**src/rtl/ip_s_axis_mm2s_data_pkg.sv**
```systemverilog
// Shared definitions for the MM2S receive path: status layout,
// expected command tag and FSM encoding.
package ip_s_axis_mm2s_data_pkg;

    localparam logic [3:0] MM2S_TAG = 4'hA;

    localparam int STS_INTERR = 4;
    localparam int STS_DECERR = 5;
    localparam int STS_SLVERR = 6;
    localparam int STS_OKAY   = 7;

    typedef enum logic [2:0] {
        ST_IDLE,
        ST_RECV,
        ST_WAIT_STS,
        ST_DRAIN,
        ST_DONE
    } state_e;

    function automatic logic sts_bad(input logic [7:0] sts);
        return (sts[3:0] != MM2S_TAG)
            || sts[STS_INTERR]
            || sts[STS_DECERR]
            || sts[STS_SLVERR]
            || !sts[STS_OKAY];
    endfunction

endpackage

```
**src/rtl/ip_sync_fifo.sv**
```systemverilog
// Show-ahead synchronous FIFO with registered full/empty flags.
// Shared between the MM2S and S2MM data paths.
module ip_sync_fifo #(
    parameter int DEPTH = 16,
    parameter int WIDTH = 128
) (
    input  logic             clk,
    input  logic             rstn,
    input  logic             push,
    input  logic             pop,
    input  logic [WIDTH-1:0] din,
    output logic [WIDTH-1:0] dout,
    output logic             full,
    output logic             empty
);

    localparam int AW = $clog2(DEPTH);

    logic [AW-1:0]  wr_ptr_q, wr_ptr_d;
    logic [AW-1:0]  rd_ptr_q, rd_ptr_d;
    logic [AW:0]    cnt_q, cnt_d;
    logic           full_q, full_d;
    logic           empty_q, empty_d;
    logic [WIDTH-1:0] mem_q [DEPTH];
    logic           do_push;
    logic           do_pop;

    assign do_push = push && !full_q;
    assign do_pop  = pop && !empty_q;

    always_comb begin
        wr_ptr_d = wr_ptr_q;
        rd_ptr_d = rd_ptr_q;
        cnt_d    = cnt_q;
        if (do_push) wr_ptr_d = wr_ptr_q + AW'(1);
        if (do_pop)  rd_ptr_d = rd_ptr_q + AW'(1);
        unique case ({do_push, do_pop})
            2'b10:   cnt_d = cnt_q + (AW+1)'(1);
            2'b01:   cnt_d = cnt_q - (AW+1)'(1);
            default: cnt_d = cnt_q;
        endcase
        full_d  = (cnt_d == (AW+1)'(DEPTH));
        empty_d = (cnt_d == '0);
    end

    always_ff @(posedge clk or negedge rstn) begin
        if (!rstn) begin
            wr_ptr_q <= '0;
            rd_ptr_q <= '0;
            cnt_q    <= '0;
            full_q   <= 1'b0;
            empty_q  <= 1'b1;
        end else begin
            wr_ptr_q <= wr_ptr_d;
            rd_ptr_q <= rd_ptr_d;
            cnt_q    <= cnt_d;
            full_q   <= full_d;
            empty_q  <= empty_d;
        end
    end

    // Storage carries no reset; the pointers alone define contents.
    always_ff @(posedge clk) begin
        if (do_push) mem_q[wr_ptr_q] <= din;
    end

    assign dout  = mem_q[rd_ptr_q];
    assign full  = full_q;
    assign empty = empty_q;

endmodule

```
**src/rtl/ip_s_axis_mm2s_data.sv**
```systemverilog
// MM2S receive side: buffers the DataMover data stream, checks the
// status byte and reports completion with a done pulse and sticky error.
module ip_s_axis_mm2s_data
    import ip_s_axis_mm2s_data_pkg::*;
#(
    parameter int READ_BURST_LEN       = 8,
    parameter int C_S_AXIS_TDATA_WIDTH = 128,
    parameter int FIFO_DEPTH           = 16
) (
    input  logic                            clk,
    input  logic                            rstn,
    input  logic                            uip2axi_rd_en,
    input  logic                            s_axis_mm2s_tvalid,
    output logic                            s_axis_mm2s_tready,
    input  logic [C_S_AXIS_TDATA_WIDTH-1:0] s_axis_mm2s_tdata,
    input  logic                            s_axis_mm2s_tlast,
    input  logic                            s_axis_mm2s_sts_tvalid,
    output logic                            s_axis_mm2s_sts_tready,
    input  logic [7:0]                      s_axis_mm2s_sts_tdata,
    output logic [C_S_AXIS_TDATA_WIDTH-1:0] axi2uip_rd_data,
    output logic                            axi2uip_rd_valid,
    input  logic                            uip2axi_rd_ready,
    output logic                            axi2uip_rd_busy,
    output logic                            axi2uip_rd_done,
    output logic                            axi2uip_rd_err
);

    localparam int CW = $clog2(READ_BURST_LEN) + 1;

    state_e          state_q, state_d;
    logic [CW-1:0]   beat_cnt_q, beat_cnt_d;
    logic [CW-1:0]   pop_cnt_q, pop_cnt_d;
    logic            sts_seen_q, sts_seen_d;
    logic            err_q, err_d;

    logic            fifo_full;
    logic            fifo_empty;
    logic [C_S_AXIS_TDATA_WIDTH-1:0] fifo_dout;
    logic            beat_hs;
    logic            sts_hs;
    logic            pop;
    logic            last_pos;

    assign s_axis_mm2s_tready = (state_q == ST_RECV) && !fifo_full;
    assign s_axis_mm2s_sts_tready = !sts_seen_q
        && ((state_q == ST_RECV) || (state_q == ST_WAIT_STS));

    assign beat_hs  = s_axis_mm2s_tvalid && s_axis_mm2s_tready;
    assign sts_hs   = s_axis_mm2s_sts_tvalid && s_axis_mm2s_sts_tready;
    assign pop      = !fifo_empty && uip2axi_rd_ready;
    assign last_pos = (beat_cnt_q == CW'(READ_BURST_LEN - 1));

    ip_sync_fifo #(
        .DEPTH (FIFO_DEPTH),
        .WIDTH (C_S_AXIS_TDATA_WIDTH)
    ) u_fifo (
        .clk   (clk),
        .rstn  (rstn),
        .push  (beat_hs),
        .pop   (pop),
        .din   (s_axis_mm2s_tdata),
        .dout  (fifo_dout),
        .full  (fifo_full),
        .empty (fifo_empty)
    );

    always_comb begin
        state_d    = state_q;
        beat_cnt_d = beat_cnt_q;
        pop_cnt_d  = pop_cnt_q;
        sts_seen_d = sts_seen_q;
        err_d      = err_q;

        if (pop && (state_q != ST_IDLE) && (state_q != ST_DONE))
            pop_cnt_d = pop_cnt_q + CW'(1);

        if (sts_hs) begin
            sts_seen_d = 1'b1;
            if (sts_bad(s_axis_mm2s_sts_tdata)) err_d = 1'b1;
        end

        // Transitions look at next-cycle counts so done lands one
        // cycle after whichever of final pop or status comes last.
        unique case (state_q)
            ST_IDLE: begin
                if (uip2axi_rd_en) begin
                    beat_cnt_d = '0;
                    pop_cnt_d  = '0;
                    sts_seen_d = 1'b0;
                    err_d      = 1'b0;
                    state_d    = ST_RECV;
                end
            end
            ST_RECV: begin
                if (beat_hs) begin
                    beat_cnt_d = beat_cnt_q + CW'(1);
                    if (s_axis_mm2s_tlast != last_pos) err_d = 1'b1;
                    if (s_axis_mm2s_tlast || last_pos)
                        state_d = sts_seen_d ? ST_DRAIN : ST_WAIT_STS;
                end
            end
            ST_WAIT_STS: begin
                if (sts_seen_d)
                    state_d = (pop_cnt_d == beat_cnt_q) ? ST_DONE : ST_DRAIN;
            end
            ST_DRAIN: begin
                if (pop_cnt_d == beat_cnt_q) state_d = ST_DONE;
            end
            ST_DONE: state_d = ST_IDLE;
            default: state_d = ST_IDLE;
        endcase
    end

    always_ff @(posedge clk or negedge rstn) begin
        if (!rstn) begin
            state_q    <= ST_IDLE;
            beat_cnt_q <= '0;
            pop_cnt_q  <= '0;
            sts_seen_q <= 1'b0;
            err_q      <= 1'b0;
        end else begin
            state_q    <= state_d;
            beat_cnt_q <= beat_cnt_d;
            pop_cnt_q  <= pop_cnt_d;
            sts_seen_q <= sts_seen_d;
            err_q      <= err_d;
        end
    end

    assign axi2uip_rd_valid = !fifo_empty;
    assign axi2uip_rd_data  = fifo_empty ? '0 : fifo_dout;
    assign axi2uip_rd_busy  = (state_q != ST_IDLE);
    assign axi2uip_rd_done  = (state_q == ST_DONE);
    assign axi2uip_rd_err   = err_q;

endmodule

```
**config.mk**
```make
export PLATFORM = sky130hd
export DESIGN_NAME = ip_s_axis_mm2s_data
export DESIGN_NICKNAME = d
export VERILOG_FILES = /design/src/rtl/ip_s_axis_mm2s_data_pkg.sv /design/src/rtl/ip_sync_fifo.sv /design/src/rtl/ip_s_axis_mm2s_data.sv
export SDC_FILE = /design/constraint.sdc
export NUM_CORES = 2
export LEC_CHECK = 0
export ABC_AREA = 0
export BUFFER_PORTS_ARGS = -buffer_cell sky130_fd_sc_hd__clkbuf_2
export CAP_MARGIN = 20
export CORE_MARGIN = 1
export CORE_UTILIZATION = 38
export CTS_CLUSTER_DIAMETER = 200
export CTS_CLUSTER_SIZE = 14
export DETAILED_ROUTE_END_ITERATION = 8
export HOLD_SLACK_MARGIN = 0.02
export PLACE_DENSITY_LB_ADDON = 0.1
export RECOVER_POWER = 25
export SKIP_CTS_REPAIR_TIMING = 1
export SYNTH_ARGS = -nofsm -noshare
export SYNTH_HDL_FRONTEND = slang
export SYNTH_HIERARCHICAL = 1
export SYNTH_SLANG_ARGS = --single-unit
```
**constraint.sdc**
```tcl
create_clock -name clk -period 11.92 [get_ports clk]
set_input_delay 2.384 -clock clk [delete_from_list [all_inputs] [get_ports clk]]
set_output_delay 2.384 -clock clk [all_outputs]
set_load 0.01 [all_outputs]
```
---- Yosys cells after proc, flatten, opt, wreduce, memory -nomap -nowiden ----
Memories as Yosys holds them, arrays and structs flattened.
Index checks and enable logic that the tools add are counted.
word-level totals
  input port bits ......................... 143
  bits in writable memories ............... 2,048
  output and inout bits ................... 134
  memories ................................ 1
  bits in registers ....................... 28
memory list
  memory        depth  bits a word  rd ports  clocked after memory_dff  write ports  line                source
  u_fifo.mem_q  16     128          1         0                         1            ip_sync_fifo.sv:24  logic [WIDTH-1:0] mem_q [DEPTH];
operators by class
  reduce and logical (&&, ||, !) cells .... 25
  equality and inequality tests ........... 17
  mux-type cells .......................... 27
  add/subtract/negate cells ............... 6
operators with widths
  operator             count
  $mux 128             1
  $mux 4               5
  $mux 3               6
  $add 4x1->4 const B  4
  $pmux 3 s4           1
  $mux 1               11
  $pmux 5 s2           1
  $logic_and 1x1->1    9
  $pmux 4 s2           1
  $eq 3x2->1 const B   2
  $logic_or 1x1->1     6
  $ne 2x1->1 const B   3
  $add 5x1->5 const B  1
  $eq 5x5->1 const B   1
  $logic_not 5->1      1
  $reduce_and 5->1     1
  $sub 5x1->5 const B  1
  $eq 4x3->1 const B   1
  $eq 4x4->1           1
  $logic_not 1->1      4
  $ne 2x2->1 const B   2
  $ne 4x4->1 const B   1
  $eq 3x1->1 const B   1
  $eq 3x3->1 const B   1
  other kinds (9)      9

---- Depth between registers and ports, before layout ----
  word-level depth ........................ 10
  mapped depth ............................ 13
  depth with buffers taken out ............ 12

---- Cells and area by module ----
Netlist, hierarchy kept.
by module, submodules not included
  module               times used  area each (um2)  cells each
  ip_sync_fifo         1           77,669.5         2,979
  ip_s_axis_mm2s_data  1           1,776.7          242

---- Worst setup path before layout ----
No wires, ideal clock.
  path type ............................... input -> register
  start ................................... input s_axis_mm2s_tvalid
  end ..................................... memory u_fifo.mem_q[4][0], enable pin
  library setup time ...................... 503 ps
  buffers on the path ..................... 1
  required time ........................... 11,417 ps
  arrival time ............................ 6,451 ps
  path slack .............................. 4,967 ps
  stages .................................. 7
  path through ............................ nand3b_1 > nor3_1 > and2b_1 > buf_1 > nand2_1 > nor2_1 > and2_1
between the ends
  longest elaborated chain between the ends .. 4
ends and longest elaborated chain
  item                          line                       source
  from (decl)                   ip_s_axis_mm2s_data.sv:13  input logic s_axis_mm2s_tvalid,
  $logic_and 1x1->1             ip_s_axis_mm2s_data.sv:48  assign beat_hs = s_axis_mm2s_tvalid && s_axis_mm2s_tready;
  via beat_hs                   ip_s_axis_mm2s_data.sv:39  logic beat_hs;
  $logic_and 1x1->1             ip_sync_fifo.sv:28         assign do_push = push && !full_q;
  $mux 1                        ip_sync_fifo.sv:64         if (do_push) mem_q[wr_ptr_q] <= din;
  $mux 1 (implied by the code)  ip_sync_fifo.sv:64
  to (decl)                     ip_sync_fifo.sv:24
The timed path passes the listed nets, and every way through them passes these cells.

---- Final worst setup path ----
  start ................................... register u_fifo.rd_ptr_q[0]
  end ..................................... output axi2uip_rd_data[111]
between the ends
  longest elaborated chain between the ends .. 2
ends and longest elaborated chain
  item                    line                        source
  from (decl)             ip_sync_fifo.sv:20          logic [AW-1:0] rd_ptr_q, rd_ptr_d;
  from (signal assigned)  ip_sync_fifo.sv:55          rd_ptr_q <= rd_ptr_d;
  $mem_v2 16x128          -
  via fifo_dout[111]      ip_s_axis_mm2s_data.sv:38   logic [C_S_AXIS_TDATA_WIDTH-1:0] fifo_dout;
  $mux 128                ip_s_axis_mm2s_data.sv:131  assign axi2uip_rd_data = fifo_empty ? '0 : fifo_dout;
  to (decl)               ip_s_axis_mm2s_data.sv:20   output logic [C_S_AXIS_TDATA_WIDTH-1:0] axi2uip_rd_data,
The timed path passes the listed nets, and every way through them passes these cells.

==> results.py <==
metrics = {
    "status": {
        "status": "complete, no violations",
    },
    "layout": {
        "multiInputGateArea_um2": 16470,
        "nets": 3717,
        "fin_cells": 6389,
        "drive_gt1_share_pct": 31.08,
        "final_common_cell": "edfxtp_1",
        "area_growth_pct": 11.47,
        "seq_area_um2": 62220,
        "final_cell_mix": "2048 x edfxtp_1, 628 x mux4_2, 197 x clkbuf_2, 169 x clkbuf_16, 141 x nor2b_1",
        "fillerInstances": 17580,
    },
    "synthesis": {
        "ys_seq_elements": 2076,
        "yosysWarnings": 6,
        "synth_area_leaders": "edfxtp_1 77%, mux4_2 18%, nor2b_1 1.1%",
        "yosysTopAreaCellShare_pct": 77.41,
        "synth_edf_count": 2048,
        "ys_seq_area_share_pct": 78.29,
        "synth_top_cell_by_area": "edfxtp_1",
        "ys.flop_type": "edfxtp_1",
        "synth_nets": 3374,
        "synth_cell_types": 58,
        "ys_async_sr_fraction_pct": 1.349,
        "syn_inst": 3221,
        "syn_avg_cell_area_um2": 24.67,
        "syn-cell-area_um2": 79450,
    },
    "global_route": {
        "grt_pass1_vias": 37700,
        "grt_first_pass_wirelength_um": 279700,
        "overflow": 0,
        "grt_max_degree": 143,
        "antenna_found_initial": 43,
        "grt_util_all_layers_pct": 18.75,
        "grt.busiest_layer": "met2",
        "gr-usage-met1_pct": 25.84,
        "use_met3_pct": 3.541,
        "met2_usage_pct": 30.90,
    },
    "sta": {
        "hold_ws_ns": 0.4799,
        "post-route-period-util_pct": 60.13,
        "fmax_mhz": 139.5,
        "maxSlewViolCount": 0,
        "maxSlewHeadroom_pct": 23.06,
        "tns_ns": 0,
        "finalCriticalPeriod_ns": 7.167,
        "fin_skew_ns": 0.03084,
        "tightest_slew_ns": 1.154,
        "rsz0062_at_grt": "false",
        "hold_viol": 0,
        "setup_viol": 0,
    },
    "setup_path": {
        "r2r_start": "state_q[0]$_DFFE_PN0P_",
        "arrival_ns": 4.78,
        "crit_path_max_fanout": 85,
        "worstPathRequired_ns": 9.54,
        "critical_path_class": "flip-flop to primary output",
        "critPathLaunch": "u_fifo/rd_ptr_q[0]$_DFFE_PN0P_",
        "endpoint_kind": "primary output",
        "start_kind": "flip-flop",
    },
    "die": {
        "num_rows": 167,
        "die_x_um": 459.2,
        "pin_count": 277,
        "die_h_um": 459.2,
        "coreArea_um2": 207500,
        "die-area_um2": 210900,
        "start_util_pct": 38.29,
    },
    "pwr": {
        "leakage_nw": 27.12,
        "fin_total_pwr_mw": 19.95,
        "power_density_nw_per_um2": 225.3,
        "irDropWorstVdd_uv": 215.3,
    },
    "min_path": {
        "hold_path_class": "flip-flop to flip-flop",
        "min_from": "u_fifo/cnt_q[4]$_DFF_PN0_",
    },
    "placed_design": {
        "numPlacedInstances": 6184,
        "gp_congestion": 0.7261,
        "io_buffers": 276,
        "dp.final_hpwl_um": 98950,
    },
    "route": {
        "ant_nets": 0,
        "wirelength_um": 196100,
        "viasPerCell": 5.499,
        "drc": 0,
        "first_pass_iters": 5,
        "wl_per_cell_um": 30.69,
        "drt_iter0_drc": 2964,
        "route.vias.total": 35130,
    },
    "clock_tree": {
        "cts_inserted_buffers": 166,
        "cts_root_buf": "clkbuf_16",
        "clock_latency_ns": 0.81,
        "h-tree-depth": 4,
        "path_clk_slew_ns": 0.07,
        "max-clock-path-buffers": 3,
        "cts_tree": "built",
        "cts.sink_count": 2076,
    },
    "run": {
        "cap_violations": 0,
    },
}
## worst max-delay path, cell delays in order (launching register included)
cell	delay, ns
dfrtp_4	0.83
buf_12	0.55
buf_4	0.86
mux4_2	0.63
mux4_2	0.53
nor2b_1	0.16
clkbuf_2	0.17
## power breakdown
part	internal (mW)	switching (mW)	leakage [nW]
Sequential	8.41	0.253	18.8
Clock	2.53	2.42	2.16
Combinational	2.98	3.35	6.19
Total	13.9	6.03	27.1
## per-stage QoR
step	instance area (um2)	utilization, %	worst slack (ns)
floorplan	79450	-	4.967
global placement	84220	40.59	4.924
detailed placement	84220	40.59	4.967
CTS	88640	42.72	4.571
global route	88550	42.68	4.376
finish	88560	42.68	4.753
## kinds of logic after synthesis
family | after synthesis | share of synthesized area [%]
mux | 642 | 17.98
xor+xnor | 20 | 0.2205
simple gates | 235 | 1.838
buf+inv | 182 | 1.024
compound gates | 56 | 0.4867
fa+ha+maj | 10 | 0.1575
flops | 2076 | 78.29
## flip-flops by register name, indices dropped and copies added (netlist names)
signal / count
u_fifo/cnt_q: 5
u_fifo/rd_ptr_q: 4
u_fifo/full: 1
u_fifo/empty: 1
beat_cnt_q: 4
axi2uip_rd_err: 1
u_fifo/wr_ptr_q: 4
sts_seen_q: 1
pop_cnt_q: 4
u_fifo/mem_q: 2048
state_q: 3
## cell usage after synthesis (all sizes together) (2+ instances only)
cell and number:
or3 3, inv 12, nand2b 3, nand3 4
a211oi 14, edfxtp 2048, and3 5, nand2 17
nor4b 4, nor2 16, xor2 5, nor2b 141
buf 78, nand3b 3, and2 17, clkbuf 92
o2111ai 2, xnor2 15, a211o 2, dfrtp 27
ha 10, a311oi 2, a21oi 22, or2 2
nor3b 5, mux2i 13, a21o 2, nand4 4
nor3 8, o21ai 5, mux4 628
## cell type report
cell class                 instances  share of cell area, %
multi-input combinational        963                  18.60
clock buffer                     186                  4.847
sequential                      2076                  70.26
inverter                          12                0.05086
tap                             2788                  3.939
antenna                            7                0.01978
timing repair buffer             345                  2.146
clock inverter                    12                 0.1385
## layer usage
| layer | vias up | share of wire, % |
|---|---|---|
| met3 | 261 | 5.1 |
| met5 | - | 0.12 |
| met4 | 42 | 1.8 |
| met2 | 868 | 50 |
| li1 | 14410 | - |
| met1 | 19550 | 44 |
## path summary, 6_finish.rpt
check / slack, ns / endpoint / cells past startpoint
min in group asynchronous: 1.63 / state_q[0]$_DFFE_PN0P_ / 1
worst min register to register: 0.48 / u_fifo/cnt_q[4]$_DFF_PN0_ / 1
max in group asynchronous: 9.73 / u_fifo/rd_ptr_q[1]$_DFFE_PN0P_ / 1
worst max register to register: 6.91 / u_fifo/mem_q[7][110]$_DFFE_PP_ / 8
worst min-delay path: 0.48 / u_fifo/cnt_q[4]$_DFF_PN0_ / 1
worst max-delay path: 4.75 / axi2uip_rd_data[111] / 6
Power figures use the tool's default switching activity.
